===== config.mk =====
export PLATFORM = sky130hd
export DESIGN_NAME = cache_miss_controller
export DESIGN_NICKNAME = d
export VERILOG_FILES = /design/src/rtl/cache_ctrl_pkg.sv /design/src/rtl/cache_ctrl_perf.sv /design/src/rtl/cache_miss_controller.sv
export SDC_FILE = /design/constraint.sdc
export NUM_CORES = 1
export LEC_CHECK = 0
export ABC_AREA = 1
export BUFFER_PORTS_ARGS = -buffer_cell sky130_fd_sc_hd__buf_2
export CORE_AREA = 2 2 152 154
export CTS_CLUSTER_DIAMETER = 150
export CTS_CLUSTER_SIZE = 14
export DETAILED_ROUTE_END_ITERATION = 7
export DIE_AREA = 0 0 154 156
export GPL_TIMING_DRIVEN = 0
export PLACE_DENSITY = 0.6
export REMOVE_ABC_BUFFERS = 1
export SYNTH_ARGS = -nofsm -noshare
export SYNTH_HDL_FRONTEND = slang
export SYNTH_HIERARCHICAL = 1
export SYNTH_SLANG_ARGS = --single-unit

===== constraint.sdc =====
create_clock -name clk -period 8 [get_ports clk]
set_input_delay 0.8 -clock clk [delete_from_list [all_inputs] [get_ports clk]]
set_output_delay 0.8 -clock clk [all_outputs]
set_load 0.005 [all_outputs]

===== src/rtl/cache_ctrl_pkg.sv =====
// Shared types and default widths for the cache miss controller.
// Optional performance counters are enabled with CACHE_CTRL_PERF_EN.
package cache_ctrl_pkg;

  localparam int ADDR_WIDTH_D = 16;
  localparam int DATA_WIDTH_D = 32;
  localparam int NUM_SETS_D   = 64;

  typedef enum logic [2:0] {
    S_IDLE,
    S_LOOKUP,
    S_WB_REQ,
    S_RF_REQ,
    S_RF_WAIT,
    S_UPDATE,
    S_RESP
  } state_t;

  // Sized by the package defaults; the top's width parameters must match them.
  typedef struct packed {
    logic                    rw;
    logic [ADDR_WIDTH_D-1:0] addr;
    logic [DATA_WIDTH_D-1:0] wdata;
  } mem_req_t;

endpackage


===== src/rtl/cache_ctrl_perf.sv =====
// Three saturating event counters (hits, misses, write-backs).
// Built only when CACHE_CTRL_PERF_EN is defined.
module cache_ctrl_perf (
  input  logic        clk,
  input  logic        rst,
  input  logic        i_hit,
  input  logic        i_miss,
  input  logic        i_wb,
  output logic [31:0] o_hits,
  output logic [31:0] o_misses,
  output logic [31:0] o_wbs
);

  logic [31:0] r_hits;
  logic [31:0] r_misses;
  logic [31:0] r_wbs;

  always_ff @(posedge clk or posedge rst) begin
    if (rst) begin
      r_hits   <= '0;
      r_misses <= '0;
      r_wbs    <= '0;
    end else begin
      if (i_hit && (r_hits != '1))     r_hits   <= r_hits + 32'd1;
      if (i_miss && (r_misses != '1))  r_misses <= r_misses + 32'd1;
      if (i_wb && (r_wbs != '1))       r_wbs    <= r_wbs + 32'd1;
    end
  end

  assign o_hits   = r_hits;
  assign o_misses = r_misses;
  assign o_wbs    = r_wbs;

endmodule


===== src/rtl/cache_miss_controller.sv =====
// Sequences CPU lookups, dirty write-back, refill and array update for a cache.
// Define CACHE_CTRL_PERF_EN to build the hit/miss/write-back counters.
module cache_miss_controller
  import cache_ctrl_pkg::*;
#(
  parameter int ADDR_WIDTH = ADDR_WIDTH_D,
  parameter int DATA_WIDTH = DATA_WIDTH_D,
  parameter int NUM_SETS   = NUM_SETS_D,
  parameter int TAG_WIDTH  = ADDR_WIDTH - $clog2(NUM_SETS)
) (
  input  logic                  clk,
  input  logic                  rst,
  input  logic                  cpu_valid,
  output logic                  cpu_ready,
  input  logic                  cpu_rw,
  input  logic [ADDR_WIDTH-1:0] cpu_addr,
  input  logic [DATA_WIDTH-1:0] cpu_wdata,
  output logic                  cpu_rsp_valid,
  output logic [DATA_WIDTH-1:0] cpu_rdata,
  output logic                  cpu_hit,
  output logic                  arr_lookup,
  output logic [ADDR_WIDTH-1:0] arr_addr,
  input  logic                  arr_hit,
  input  logic                  arr_victim_dirty,
  input  logic [DATA_WIDTH-1:0] arr_rdata,
  input  logic [TAG_WIDTH-1:0]  arr_victim_tag,
  input  logic [DATA_WIDTH-1:0] arr_victim_data,
  output logic                  arr_write,
  output logic                  arr_fill,
  output logic [DATA_WIDTH-1:0] arr_fill_data,
  output logic                  arr_fill_dirty,
  output logic                  mem_req_valid,
  input  logic                  mem_req_ready,
  output logic                  mem_req_rw,
  output logic [ADDR_WIDTH-1:0] mem_req_addr,
  output logic [DATA_WIDTH-1:0] mem_req_wdata,
  input  logic                  mem_rsp_valid,
  input  logic [DATA_WIDTH-1:0] mem_rsp_rdata,
  output logic [31:0]           perf_hits,
  output logic [31:0]           perf_misses,
  output logic [31:0]           perf_wbs
);

  localparam int INDEX_WIDTH = $clog2(NUM_SETS);

  state_t                r_state;
  state_t                w_state_next;
  logic [ADDR_WIDTH-1:0] r_addr;
  logic                  r_rw;
  logic [DATA_WIDTH-1:0] r_wdata;
  logic                  r_hit;
  logic [DATA_WIDTH-1:0] r_rdata;
  logic                  r_mem_valid;
  mem_req_t              r_mem_req;
  logic                  w_mem_valid_next;
  mem_req_t              w_mem_req_next;

  // NOTE: sequential state uses non-blocking assignments so every flop samples
  // pre-edge values regardless of block ordering.
  always_ff @(posedge clk or posedge rst) begin
    if (rst) r_state <= S_IDLE;
    else     r_state <= w_state_next;
  end

  // NOTE: every output of this block gets a default first, so no path leaves
  // a signal unassigned and no latch is inferred.
  always_comb begin
    w_state_next   = r_state;
    cpu_ready      = 1'b0;
    arr_lookup     = 1'b0;
    arr_write      = 1'b0;
    arr_fill       = 1'b0;
    arr_fill_data  = '0;
    arr_fill_dirty = 1'b0;
    cpu_rsp_valid  = 1'b0;
    cpu_hit        = 1'b0;
    cpu_rdata      = '0;
    case (r_state)
      S_IDLE: begin
        cpu_ready = 1'b1;
        if (cpu_valid) w_state_next = S_LOOKUP;
      end
      S_LOOKUP: begin
        arr_lookup = 1'b1;
        // A write hit shares the fill data path to carry the registered write data.
        arr_write  = arr_hit & r_rw;
        if (arr_hit && r_rw) begin
          arr_fill_data  = r_wdata;
          arr_fill_dirty = 1'b1;
        end
        if (arr_hit)               w_state_next = S_RESP;
        else if (arr_victim_dirty) w_state_next = S_WB_REQ;
        else                       w_state_next = r_rw ? S_UPDATE : S_RF_REQ;
      end
      S_WB_REQ:  if (mem_req_ready) w_state_next = r_rw ? S_UPDATE : S_RF_REQ;
      S_RF_REQ:  if (mem_req_ready) w_state_next = S_RF_WAIT;
      S_RF_WAIT: if (mem_rsp_valid) w_state_next = S_UPDATE;
      S_UPDATE: begin
        arr_fill       = 1'b1;
        arr_fill_data  = r_rw ? r_wdata : r_rdata;
        arr_fill_dirty = r_rw;
        w_state_next   = S_RESP;
      end
      S_RESP: begin
        cpu_rsp_valid = 1'b1;
        cpu_hit       = r_hit;
        cpu_rdata     = r_rw ? '0 : r_rdata;
        w_state_next  = S_IDLE;
      end
      default: w_state_next = S_IDLE;
    endcase
  end

  // The memory request is loaded only on entry to a request state, so it stays
  // frozen while the memory side stalls.
  always_comb begin
    w_mem_valid_next = (w_state_next == S_WB_REQ) || (w_state_next == S_RF_REQ);
    w_mem_req_next   = r_mem_req;
    if (!w_mem_valid_next) begin
      w_mem_req_next = '0;
    end else if (w_state_next != r_state) begin
      if (w_state_next == S_WB_REQ)
        w_mem_req_next = '{rw: 1'b1, addr: {arr_victim_tag, r_addr[INDEX_WIDTH-1:0]},
                           wdata: arr_victim_data};
      else
        w_mem_req_next = '{rw: 1'b0, addr: r_addr, wdata: '0};
    end
  end

  always_ff @(posedge clk or posedge rst) begin
    if (rst) begin
      r_addr      <= '0;
      r_rw        <= 1'b0;
      r_wdata     <= '0;
      r_hit       <= 1'b0;
      r_rdata     <= '0;
      r_mem_valid <= 1'b0;
      r_mem_req   <= '0;
    end else begin
      r_mem_valid <= w_mem_valid_next;
      r_mem_req   <= w_mem_req_next;
      if (r_state == S_IDLE && cpu_valid) begin
        r_addr  <= cpu_addr;
        r_rw    <= cpu_rw;
        r_wdata <= cpu_wdata;
      end
      if (r_state == S_LOOKUP) begin
        r_hit   <= arr_hit;
        r_rdata <= arr_hit ? arr_rdata : '0;
      end
      if (r_state == S_RF_WAIT && mem_rsp_valid) r_rdata <= mem_rsp_rdata;
    end
  end

  assign arr_addr      = r_addr;
  assign mem_req_valid = r_mem_valid;
  assign mem_req_rw    = r_mem_req.rw;
  assign mem_req_addr  = r_mem_req.addr;
  assign mem_req_wdata = r_mem_req.wdata;

`ifdef CACHE_CTRL_PERF_EN
  logic w_cnt_hit;
  logic w_cnt_miss;
  logic w_cnt_wb;

  assign w_cnt_hit  = (r_state == S_LOOKUP) &&  arr_hit;
  assign w_cnt_miss = (r_state == S_LOOKUP) && !arr_hit;
  assign w_cnt_wb   = (r_state == S_WB_REQ) &&  mem_req_ready;

  cache_ctrl_perf u_perf (
    .clk      (clk),
    .rst      (rst),
    .i_hit    (w_cnt_hit),
    .i_miss   (w_cnt_miss),
    .i_wb     (w_cnt_wb),
    .o_hits   (perf_hits),
    .o_misses (perf_misses),
    .o_wbs    (perf_wbs)
  );
`else
  assign perf_hits   = '0;
  assign perf_misses = '0;
  assign perf_wbs    = '0;
`endif

endmodule


# Word level (Yosys, flattened, before mapping)
# Index checks and enable logic that the tools add are counted.
dict set report word_totals {
  regBits 135
  output_inout_bits 233
}
dict set report classes {
  reduce_logical 6
  n_eq_ne 10
  bitwise_logic 1
  mux 27
}
# cell count
set op_table {}
lappend op_table {{$mux 32} 7}
lappend op_table {{$mux 49} 3}
lappend op_table {{$pmux 32 s2} 1}
lappend op_table {{$mux 3} 7}
lappend op_table {{$pmux 3 s6} 1}
lappend op_table {{$eq 3x2->1 const B} 4}
lappend op_table {{$eq 3x3->1 const B} 3}
lappend op_table {{$mux 1} 7}
lappend op_table {{$eq 3x1->1 const B} 1}
lappend op_table {{$logic_and 1x1->1} 3}
lappend op_table {{$logic_not 3->1} 1}
lappend op_table {{$ne 3x3->1} 1}
lappend op_table {{$ne 2x1->1 const B} 1}
lappend op_table {{$pmux 1 s2} 1}
lappend op_table {{$reduce_bool 2->1} 1}
lappend op_table {{$and 1x1->1} 1}
lappend op_table {{$logic_or 1x1->1} 1}

# Longest topological paths before layout
dict set report depth {
  depth_word 8
  depth_mapped 13
  depth_no_buf 11
}

# Worst setup path after synthesis
# OpenSTA, ideal clock, no wires.
dict set report synth_path {
  path_type {input to output}
  start {input arr_hit}
  end {output arr_fill_data[11]}
  n_path_buf 2
  path_stages 6
  slack_ns 5.390
  arrival_time_ns 1.810
  path_cell_list {buf_2 -> nor2_1 -> nor3_2 -> clkbuf_1 -> nand2_1 -> o21ai_0}
}
dict set report synth_via {
  elab_chain_cells 3
}
# element line
set synth_lines {}
lappend synth_lines {{start: declaration} cache_miss_controller.sv:23} ;# input logic arr_hit,
lappend synth_lines {{$logic_and 1x1->1} cache_miss_controller.sv:87} ;# if (arr_hit && r_rw) begin
lappend synth_lines {{$mux 32} cache_miss_controller.sv:87}
lappend synth_lines {{$pmux 32 s2} cache_miss_controller.sv:78} ;# case (r_state)
lappend synth_lines {{end: declaration} cache_miss_controller.sv:30} ;# output logic [DATA_WIDTH-1:0] arr_fill_data,
# Every way passes these cells.

# Worst setup path in the final report
dict set report layout_path {
  start {input arr_hit}
  end {register r_mem_req, in the netlist mem_req_wdata[17]}
}
dict set report layout_via {
  elab_chain_cells 6
  word_cells_on_any_way 10
  classes_between {eq/ne (4); mux (5); reduce/logical (1)}
}
# element line
set layout_lines {}
lappend layout_lines {{$mux 3 *} cache_miss_controller.sv:91} ;# if (arr_hit) w_state_next = S_RESP;
lappend layout_lines {{$pmux 3 s6 *} cache_miss_controller.sv:78}
lappend layout_lines {{$eq 3x2->1} {cache_miss_controller.sv:117, cache_miss_controller.sv:122}}
lappend layout_lines {{$mux 49} cache_miss_controller.sv:122} ;# if (w_state_next == S_WB_REQ)
lappend layout_lines {{$mux 49} cache_miss_controller.sv:121} ;# end else if (w_state_next != r_state) begin
lappend layout_lines {{$mux 49} cache_miss_controller.sv:119} ;# if (!w_mem_valid_next) begin
lappend layout_lines {{end signal: assignment} cache_miss_controller.sv:141} ;# r_mem_req <= w_mem_req_next;
lappend layout_lines {{end: declaration} cache_miss_controller.sv:54} ;# mem_req_t r_mem_req;
# Mark *: on every way between the ends. The rest lies on a longest branch, timed or not. The select of a mux whose other input is x is not followed.
# A chain may end at the register's enable or synchronous reset.

==> flow_summary_export.csv <==
group,metric,value,unit
drt,drc_errors,0,
critical_path,worstSetupEndpointType,"register",
drt,drt_wl_total,20900,um
timing,final_period_minus_worst_setup_slack,3970,ps
grt,grt_first_pass_wirelength,32400,um
critical_path,cp-startpoint,"arr_hit",
floorplanning,start_util,31.8,%
timing,fin_hold_ws,397,ps
timing,final_hold_viol_count,0,
grt,grt_overflow,0,
final_layout,post_route_cells_drive_above_1_share,34.3,%
power,leakagePower,5.15,nW
placement,place_worst_setup_slack,3500,ps
timing,finalMaxSlewViolations,0,
critical_path,critPathArrivalTime,4310,ps
yosys,leading_post_synthesis_cells_by_cell_area,"dfrtp_1 (48%), nand2_1 (16%), buf_4 (10%)",
clocking,tritoncts,"built",
critical_path,crit_required,8340,ps
timing,setup_ws,4030,ps
min_path,holdCritPathClass,"in2async",
clocking,cts_root_buf,"clkbuf_16",
clocking,clock-sinks,135,
final_layout,leading_cell_type_in_the_layout_fill_and_taps_excluded,"nand2_1",
floorplanning,die_height,156,um
flow_run,max_cap_violations,0,
critical_path,timing_worst_setup_path_type,"in2reg",
critical_path,rr_startpoint,"r_state[2]$_DFF_PP0_",
yosys,synth_top_cell_by_area,"dfrtp_1",
placement,numPortBuffers,298,
clocking,clk_latency,410,ps
drt,initialDrtViolationCount,360,
yosys,postSynthAreaPerCell,8.12,sq um
placement,gp_routability_congestion,0.820,
grt,first_global_vias,6111,
yosys,synth_seq_area_share,47.5,%
floorplanning,boundaryPins,395,
clocking,tritoncts.num_buffers,17,
timing,finalCritPeriodShare,49.7,%
floorplanning,die_w,154,um
timing,report.final.setup_viol,0,
timing,totalNegativeSetupSlack,0,ps
yosys,netlist.area_leader.share,47.5,%
yosys,netlist_instances,876,
power,pwr_density_cell,338,nW/um^2
placement,place.detailed.instances,1412,
grt,pin_count_of_the_biggest_net_entering_global_routing,90,
yosys,synth-seq-cells,135,
grt,grt_usage,17.1,%
drt,drt_pass1_iterations,4,
drt,wire_per_inst,14.5,um
yosys,yosys_warnings,6,
drt,num_vias,6424,
floorplanning,rows,55,
timing,final.setup_skew,7.08,ps
floorplanning,fp.dieArea,24000,sq um
yosys,synth.cell_area,7110,sq um
final_layout,design.final.nets,1308,
clocking,holdBufCountCts,0,
timing,timing.slew.headroom,16.6,%
timing,worst-slew-pin-transition,1250,ps
clocking,cts.reportedPaths.clkPinSlew,60,ps
final_layout,most-common-layout-cells,"nand2_1 (301), buf_2 (298), dfrtp_1 (135)",
clocking,cts_htree_levels,4,
drt,ant_nets,0,
power,peakVddDrop,147,uV
status,status,"completed",
timing,rsz0062_at_grt,"no",
yosys,synth.lib_cells_used.distinct,24,
grt,antenna_found_initial,2,
placement,hpwl,14900,um
floorplanning,core_area,22400,sq um
clocking,cts_resized,0,
clocking,cts_max_path_buffers,2,
critical_path,cp-start-kind,"input port",
clocking,cts_setup_buffers,0,
critical_path,timing.critical_path.fanout_max,35,
timing,achievable-frequency,0.252,GHz
drt,viasPerCell,4.45,
final_layout,area_delta_synth_final,27.9,%
final_layout,layoutNonFillerInstCount,1445,
-- cell usage after synthesis --
master,instances
buf_2,19
o21ai_2,1
nor2_2,4
conb_1,1
inv_1,19
a21oi_4,1
buf_1,2
mux2_2,39
clkinv_1,1
nor2_1,50
nor3_2,1
nor3_1,2
inv_2,10
clkbuf_1,26
nand2_2,3
nand3_1,51
buf_4,99
nand2_1,301
o21ai_1,6
dfrtp_1,135
a21oi_1,11
nand3_2,1
o22ai_1,9
o21ai_0,84
-- critical path, cell delays in order --
cell,delay [ps]
buf_2,510
nor2_1,240
nand3_1,140
nand2_1,80
nor2_1,750
nand3_1,730
inv_2,710
nand3_1,210
nand2_1,110
-- path summary, 6_finish.rpt --
| check | depth (start not counted) | slack, ps | endpoint |
|---|---|---|---|
| worst max-delay path | 9 | 4030 | mem_req_wdata[17]$_DFFE_PP0P_ |
| worst min-delay path | 2 | 400 | r_wdata[9]$_DFFE_PP0P_ |
| worst max register to register | 9 | 4140 | mem_req_wdata[17]$_DFFE_PP0P_ |
| worst min register to register | 2 | 470 | mem_req_wdata[7]$_DFFE_PP0P_ |
| max in group asynchronous | 3 | 6760 | arr_addr[12]$_DFFE_PP0P_ |
| min in group clk | 2 | 470 | mem_req_wdata[7]$_DFFE_PP0P_ |
-- state kept, by name, summed over array words and instances (netlist names) --
register and count:
r_hit 1, mem_req_addr 16, r_rdata 32, r_rw 1
mem_req_valid 1, mem_req_rw 1, r_state 3, arr_addr 16
r_wdata 32, mem_req_wdata 32
-- layout make-up --
type | instances | area (sq um)
Antenna cell | 1 | 2.50
Timing Repair Buffer | 302 | 1590
Clock inverter | 14 | 151
Multi-Input combinational cell | 660 | 3060
Inverter | 30 | 118
Clock buffer | 18 | 429
Fill cell | 2334 | 13300
Sequential cell | 135 | 3380
Tap cell | 285 | 357
-- power breakdown --
group	internal, W	switching (W)	total (W)
Clock	0.000462	0.000315	0.000776
Sequential	0.000966	0.000157	0.00112
Combinational	0.000453	0.000717	0.00117
-- layer usage --
metal | GRT usage, % | share of wire [%]
met1 | 20.5 | 42
met2 | 30.6 | 51
met3 | 3.61 | 5.3
met4 | 5.52 | 1.5
met5 | 0 | 0
-- through the flow --
stage	util (%)	total power (W)	area, sq um
after floorplan	-	0.00180	6520
after global placement	37.4	0.00228	8370
after detailed placement	38.0	0.00232	8500
after CTS	40.6	0.00312	9080
after global routing	40.6	0.00331	9090
final	40.6	0.00307	9090
-- kinds of logic after synthesis --
kind of cell	Yosys count	synth area share, %
mux	39	6.18
simple gates	413	23.2
flops	135	47.5
compound gates	112	8.25
other cells	1	0.0527
buf+inv	176	14.9
No activity file was read; power rests on OpenSTA's default activity.
